==> src/rtl/cpu_types_pkg.sv <==
// Shared CPU pipeline types: scoreboard entry layout, forward-select encoding
// and the pipeline-depth constants the hazard unit is sized from.
package cpu_types_pkg;

  localparam int unsigned NREGS = 32;
  localparam int unsigned REGW  = $clog2(NREGS);
  localparam int unsigned DEPTH = 3;
  localparam int unsigned FWDW  = $clog2(DEPTH + 1);

  typedef logic [REGW-1:0] reg_idx_t;
  typedef logic [FWDW-1:0] fwd_sel_t;

  typedef struct packed {
    logic     valid;
    reg_idx_t dst;
    fwd_sel_t avail;
  } sb_entry_t;

  localparam fwd_sel_t FWD_RF     = FWDW'(0);
  localparam fwd_sel_t AVAIL_ALU  = FWDW'(0);
  localparam fwd_sel_t AVAIL_LOAD = FWDW'(1);

endpackage

==> src/rtl/sb_match.sv <==
// Priority match of one source operand against every scoreboard slot;
// the youngest (lowest-index) matching slot wins.
module sb_match
  import cpu_types_pkg::*;
(
  input  reg_idx_t                i_src,
  input  logic                    i_used,
  input  sb_entry_t [DEPTH-1:0]   i_slots,
  output logic                    o_hit,
  output fwd_sel_t                o_idx,
  output logic                    o_ready
);

  // Scan oldest to youngest so the youngest hit overwrites older ones.
  always_comb begin
    o_hit   = 1'b0;
    o_idx   = FWD_RF;
    o_ready = 1'b0;
    if (i_used && (i_src != '0)) begin
      for (int s = DEPTH - 1; s >= 0; s--) begin
        if (i_slots[s].valid && (i_slots[s].dst == i_src)) begin
          o_hit   = 1'b1;
          o_idx   = FWDW'(s);
          o_ready = (FWDW'(s) >= i_slots[s].avail);
        end
      end
    end
  end

endmodule

==> src/rtl/hazard_scoreboard.sv <==
// Decode-side hazard scoreboard: tracks in-flight writes over DEPTH stages and
// drives stall / forward selects. HAZARD_MULDIV_EN adds the multi-cycle unit guard.
module hazard_scoreboard
  import cpu_types_pkg::*;
#(
  parameter int unsigned NSRC = 2
`ifdef HAZARD_MULDIV_EN
  ,
  parameter int unsigned MULDIV_LAT = 8
`endif
) (
  input  logic                   CLK,
  input  logic                   RST,
  input  logic                   id_valid,
  input  logic [NSRC*REGW-1:0]   id_src,
  input  logic [NSRC-1:0]        id_src_used,
  input  logic                   id_wen,
  input  logic [REGW-1:0]        id_dst,
  input  logic [FWDW-1:0]        id_avail,
  input  logic                   freeze,
  input  logic                   flush,
`ifdef HAZARD_MULDIV_EN
  input  logic                   id_mdiv,
  input  logic                   mdiv_done_early,
  output logic                   mdiv_busy,
`endif
  output logic                   stall,
  output logic [NSRC*FWDW-1:0]   fwd_sel,
  output logic                   sb_busy
);

  sb_entry_t [DEPTH-1:0] r_slots;
  logic [NSRC-1:0]       w_hit;
  logic [NSRC-1:0]       w_ready;
  logic [NSRC-1:0]       w_haz;
  fwd_sel_t [NSRC-1:0]   w_idx;
  logic                  w_issue;
  logic                  w_struct_haz;
  sb_entry_t             w_new;

  for (genvar i = 0; i < NSRC; i++) begin : g_src
    sb_match u_match (
      .i_src   (id_src[i*REGW +: REGW]),
      .i_used  (id_src_used[i]),
      .i_slots (r_slots),
      .o_hit   (w_hit[i]),
      .o_idx   (w_idx[i]),
      .o_ready (w_ready[i])
    );
    assign w_haz[i] = w_hit[i] & ~w_ready[i];
    assign fwd_sel[i*FWDW +: FWDW] = (w_hit[i] && w_ready[i]) ? (w_idx[i] + FWDW'(1)) : FWD_RF;
  end

`ifdef HAZARD_MULDIV_EN
  localparam int unsigned MDIVW = $clog2(MULDIV_LAT + 1);
  logic [MDIVW-1:0] r_mdiv_cnt;

  assign mdiv_busy    = (r_mdiv_cnt != '0);
  assign w_struct_haz = id_mdiv & mdiv_busy;

  // Early completion clears even while frozen; otherwise count only when the pipe moves.
  always_ff @(posedge CLK or posedge RST) begin
    if (RST) begin
      r_mdiv_cnt <= '0;
    end else if (mdiv_done_early) begin
      r_mdiv_cnt <= '0;
    end else if (!freeze) begin
      if (w_issue && id_mdiv) begin
        r_mdiv_cnt <= MDIVW'(MULDIV_LAT);
      end else if (r_mdiv_cnt != '0) begin
        r_mdiv_cnt <= r_mdiv_cnt - MDIVW'(1);
      end
    end
  end
`else
  assign w_struct_haz = 1'b0;
`endif

  assign stall   = id_valid & ((|w_haz) | w_struct_haz);
  assign w_issue = id_valid & ~stall & ~flush;

  // Entry for the instruction leaving decode; writes to r0 never become valid.
  always_comb begin
    w_new.valid = id_wen & (id_dst != '0);
    w_new.dst   = id_dst;
    w_new.avail = id_avail;
`ifdef HAZARD_MULDIV_EN
    if (id_mdiv) begin
      w_new.avail = FWDW'(DEPTH - 1);
    end
`endif
  end

  always_comb begin
    sb_busy = 1'b0;
    for (int s = 0; s < DEPTH; s++) begin
      sb_busy = sb_busy | r_slots[s].valid;
    end
  end

  // Shift when the pipe moves; under freeze only a flush may kill slot 0.
  always_ff @(posedge CLK or posedge RST) begin
    if (RST) begin
      r_slots <= '0;
    end else if (!freeze) begin
      for (int s = DEPTH - 1; s > 0; s--) begin
        r_slots[s] <= r_slots[s-1];
      end
      r_slots[0] <= w_issue ? w_new : '0;
    end else if (flush) begin
      r_slots[0].valid <= 1'b0;
    end
  end

  a_avail_legal : assert property (@(posedge CLK) disable iff (RST)
    id_valid |-> (id_avail < FWDW'(DEPTH)))
    else $error("id_avail out of range: %0d", id_avail);

endmodule

==> config.mk <==
export PLATFORM = sky130hd
export DESIGN_NAME = hazard_scoreboard
export DESIGN_NICKNAME = d
export VERILOG_FILES = /design/src/rtl/cpu_types_pkg.sv /design/src/rtl/sb_match.sv /design/src/rtl/hazard_scoreboard.sv
export SDC_FILE = /design/constraint.sdc
export NUM_CORES = 1
export LEC_CHECK = 0
export ABC_AREA = 0
export ABC_CLOCK_PERIOD_IN_PS = 1890
export BUFFER_PORTS_ARGS = -buffer_cell sky130_fd_sc_hd__buf_2
export CAP_MARGIN = 20
export CORE_ASPECT_RATIO = 1.4
export CORE_UTILIZATION = 25
export CTS_BUF_LIST = sky130_fd_sc_hd__clkbuf_4 sky130_fd_sc_hd__clkbuf_8 sky130_fd_sc_hd__clkbuf_16
export DETAILED_ROUTE_END_ITERATION = 8
export PLACE_DENSITY = 0.43
export REMOVE_ABC_BUFFERS = 1
export SETUP_SLACK_MARGIN = 0.3
export SLEW_MARGIN = 0
export SYNTH_ARGS = -nofsm -noshare
export SYNTH_HDL_FRONTEND = slang
export SYNTH_SLANG_ARGS = --single-unit
==> constraint.sdc <==
create_clock -name CLK -period 1.89 [get_ports CLK]
set_clock_uncertainty 0.1 [all_clocks]
set_input_delay 0.2835 -clock CLK [delete_from_list [all_inputs] [get_ports CLK]]
set_output_delay 0.2835 -clock CLK [all_outputs]
set_load 0.02 [all_outputs]
* Word level (Yosys, flattened, before mapping)
Cells that the tools add are included.
** Operators by class
- Reductions and logical operators :: 14
- Eq/ne operators :: 7
- Shifts and indexed selects :: 0
- $add $sub $neg :: 2
- $mul :: 0
- Divide/modulo/power cells :: 0
- Mux-type cells :: 29
- Order comparisons :: 3
- Bitwise logic cells :: 12
** Operator list (number)
- $eq A5 B5 Y1 :: 6
- $mux W2 :: 10
- $mux W1 :: 18
- $reduce_bool A5 Y1 :: 3
- $logic_and A1 B1 Y1 :: 10
- $mux W8 :: 1
- $and A1 B1 Y1 :: 6
- $add A2 B1 Y2 const B :: 2
- $ge A1 B2 Y1 const A :: 2
- $not A1 Y1 :: 4
- $ge A2 B2 Y1 const A :: 1
- $ne A2 B1 Y1 const B :: 1
- $or A1 B1 Y1 :: 2
- $reduce_or A2 Y1 :: 1
** Storage, ports and cells
- Memories :: 0
- Latch bits :: 0
- Bits in read-only memories :: 0
- Bits in writable memories :: 0
- Flip-flop bits (word level) :: 24
- Output and inout port bits :: 6
- Word-level logic and storage cells :: 76
- Bits of input ports :: 25

* Longest topological paths before layout
- Depth after elaboration :: 15
- Gate-level depth with buffers :: 6
- Mapped depth without buffers :: 6

* Modules after synthesis
From an unflattened synthesis, not the netlist that was laid out.
** Unflattened totals
- Cell total of the unflattened synthesis :: 154
- Area, all modules :: 1611.5 um^2
** By module, submodules not included
- hazard_scoreboard :: area an instance 1008.5 um^2, cells an instance 82, times used 1, seq. area each 600.6 um^2
- sb_match :: area an instance 301.5 um^2, cells an instance 36, times used 2, seq. area each 0.0 um^2

* Worst setup path before layout
No wires, ideal clock.
- Path type :: reg2out
- Start point :: reg r_slots[4] in the netlist's numbering
- End point :: out stall
- Stages on the path, launching flop included :: 7
- Arrival :: 1.695 ns
- Path slack :: -0.188 ns
- Data required time :: 1.507 ns
- Buffers on the path :: 0
- Cells stage by stage :: dfrtp_1 -> xor2_1 -> nor4_1 -> nand4bb_1 -> a31oi_1 -> a21oi_4 -> nor2b_1
** On the way
- Cells in the longest elaborated chain, start to end :: 8
- Elaborated cells on any way between the ends :: 18
- Those cells by class :: eq/ne (2); mux (8); bitwise (5); reduce/logical (3)
** RTL lines
- start, declared :: RTL line hazard_scoreboard.sv:32 : sb_entry_t [DEPTH-1:0] r_slots;
- start signal, assigned by index :: RTL line hazard_scoreboard.sv:107 : r_slots[s] <= r_slots[s-1];
- $eq A5 B5 Y1 :: RTL line sb_match.sv:21 : if (i_slots[s].valid && (i_slots[s].dst == i_src)) begin
- $logic_and A1 B1 Y1 :: RTL line sb_match.sv:21
- $mux W1 :: RTL line sb_match.sv:21
- $mux W1 :: RTL line sb_match.sv:19 : if (i_used && (i_src != '0)) begin
- $not A1 Y1 :: RTL line hazard_scoreboard.sv:50 : assign w_haz[i] = w_hit[i] & ~w_ready[i];
- $and A1 B1 Y1 :: RTL line hazard_scoreboard.sv:50
- $reduce_or A2 Y1 (*) :: RTL line hazard_scoreboard.sv:79 : assign stall = id_valid & ((|w_haz) | w_struct_haz);
- $and A1 B1 Y1 (*) :: RTL line hazard_scoreboard.sv:79
- end, declared :: RTL line hazard_scoreboard.sv:27 : output logic stall,
Mark *: on every way between the ends. The rest lies on a longest branch, timed or not.

* Worst setup path in the final report
- Start point :: reg r_slots[3] in the netlist's numbering
- End point :: out stall
Same word-level chain as after synthesis.

==> run metrics <==
status=complete, but fails checks; failing checks=setup timing; length of the first detailed-routing pass in iterations=4; CTS sink count=24; Synth top area share=41.3%; Leak=1.03 nW; antenna violation net count after detailed routing=0; initial antenna violation count=0; commonest non-fill, non-tap cells in the layout=buf_4 (42), buf_2 (26), dfrtp_1 (20); Initial Util=26.1%; Main synth FF type=dfrtp_1; Critical Path AT=2030 ps; CP required=1510 ps; Final GP Congestion=0.736; Max-Cap Viols=0; DPL Wire Length=3280 um; first-pass GRT wire length=6780 um; clock transition at the registers of the reported paths=80 ps; worst skew pair latency=260 ps; Area Growth Syn to Fin=53.3%; hold_ws=104 ps; Netlist Area Pre-Place=0.00146 mm^2; metal1 wirelength=1770 um; Hold Path Cell Cnt=2; CP endpoint kind=output port; max reg flops=24; maximum VDD drop=0.281 mV; final design utilization=40.1%; Final period util=128%; Hold Path Origin=flush; worst reg2reg endpoint=r_slots[1]; largest net degree at the start of global routing=25; DP Cell Count=269; row cnt=32; aggregate global-route resource usage=14.7%; Worst setup SP type=register; number of diodes=0; cts bufs inserted=3; Period minus WS final=2410 ps; most common cell after layout, fill and taps aside=buf_4; Longest Clk Path Bufs=2; Final WS setup=-520 ps; CP max FO=3; Slew Viols, Final=0; TritonCTS clock tree=built; slew margin rel.=71.0%; Seq/Total Area, Yosys=41.3%; DRT iter0 DRCs=22; register area=606 um^2; H-tree depth=1; Pwr Total=0.00124 W; Pwr Density=554 mW/mm^2; Die Ht=92.3 um; CP Class=register to output port; flops & latches, synth=24; Finished Layout Cells=276; worst hold endpoint=r_slots[7]; DP Worst Slack=-355 ps; Largest Register=r_slots; Root Driver=clkbuf_8; drt drc=0; Die ar.=0.00613 mm^2; yosys warns=0; fillcell total=550; Via Count=1300; Hold Vio Cnt, Final=0; Post-synth EDFFs=0; area taken by multi-input logic gates=980 um^2; FF-to-FF path depth=8; synth unique cells=34; layout cells sized above 1=56.3%; synthesized area per cell=10.9 um^2; final net count=235; ys async rst share=100%; DR WL/cell=15.1 um; grt ovf=0; Max Clock Freq=415 MHz; input/output buffers=30; final setup fails=13; Regs by FF count=r_slots x24; number of I/O pins=31; core footprint=0.00557 mm^2; Synth area leader=dfrtp_1; synthesized instance count=134; top layer in use=met4; routed vias/inst=4.71; Post-Route WL=4160 um; worst hold path class=input port to register; leading post-synthesis cells by cell area=dfrtp_1 (41%), mux2_2 (12%), xor2_1 (10%), xnor2_1 (7.8%), a32o_1 (4.8%); worst-margin pin slew=433 ps; vias in the first global route=1427; chip width=66.5 um; Reg2Reg Setup Slack=-230 ps; met3 WL=125 um; met2 WL=2200 um; unrepaired setup endpoints after global routing=true; RR Startpoint=r_slots[3]
-- synthesized netlist by cell type (all sizes together), types with 3 or more instances --
master  count
nand2       6
xor2       17
and2        4
nor4        4
nor2        5
dfrtp      24
a32o        7
nor3        5
a21oi       3
or3         3
o21ai       3
mux2       15
xnor2      13
-- area by class of cell --
class / count / share of cell area (%)
Multi-Input combinational cell: 105 / 43.9
Sequential cell: 24 / 27.1
Inverter: 2 / 0.337
Clock buffer: 3 / 1.85
Timing Repair Buffer: 74 / 22.9
Tap cell: 68 / 3.81
-- through the flow --
stage / cell area, um^2 / TNS [ps]
global route: 2230 / -5180
detailed placement: 1980 / -3540
global placement: 1980 / -3580
finish: 2230 / -3820
floorplan: 1440 / -396
CTS: 2100 / -4140
-- cells by family (layout without fill, tap and decap cells) --
kind of cell | count (synthesis) | in the layout | synth area share, %
XOR/XNOR | 30 | 30 | 18.1
flip-flops | 24 | 24 | 41.3
AO/OA/AOI/OAI | 20 | 20 | 12.0
buffers and inverters | 5 | 79 | 1.29
AND/OR/NAND/NOR | 38 | 38 | 14.4
multiplexers | 17 | 17 | 13.0
-- worst max path at each step --
| stage | start | to | slack, ps | cells after the start |
|---|---|---|---|---|
| finish | r_slots[3] | stall | -520 | 8 |
| global route | r_slots[4] | stall | -630 | 9 |
| detailed placement | r_slots[11] | stall | -350 | 8 |
| CTS | r_slots[13] | stall | -530 | 8 |
| floorplan | r_slots[4] | stall | -190 | 6 |
| global placement | id_src[8] | stall | -380 | 9 |
-- critical path: stages, from the launching register on --
cell     delay, ps
dfrtp_1        440
buf_6          150
xor2_2         150
nor4_2         300
and3_4         260
a211o_1        140
a21oi_4         60
nor2b_1        120
buf_4          150
-- per-layer routing --
metal | up-vias | track usage, %
met5 | - | 0
met4 | 0 | 4.79
met3 | 5 | 1.62
met2 | 29 | 26.4
met1 | 631 | 17.7
li1 | 635 | -
-- timing repair --
| item | 4_1_cts | 5_1_grt |
|---|---|---|
| buffers inserted | 1 | 2 |
| pin swaps | 12 | 13 |
| gates resized for setup | 13 | 24 |
| endpoints found under the setup margin | 14 | 14 |
| hold buffers | 1 | 0 |
| endpoints found under the hold margin | 24 | 0 |
-- power breakdown --
| part | internal, W | switching, W | total, W |
|---|---|---|---|
| logic | 0.000191 | 0.000153 | 0.000344 |
| registers | 0.000551 | 0.0000414 | 0.000592 |
| clock network | 0.000143 | 0.000158 | 0.000301 |
(Power assumes the default switching activity.)
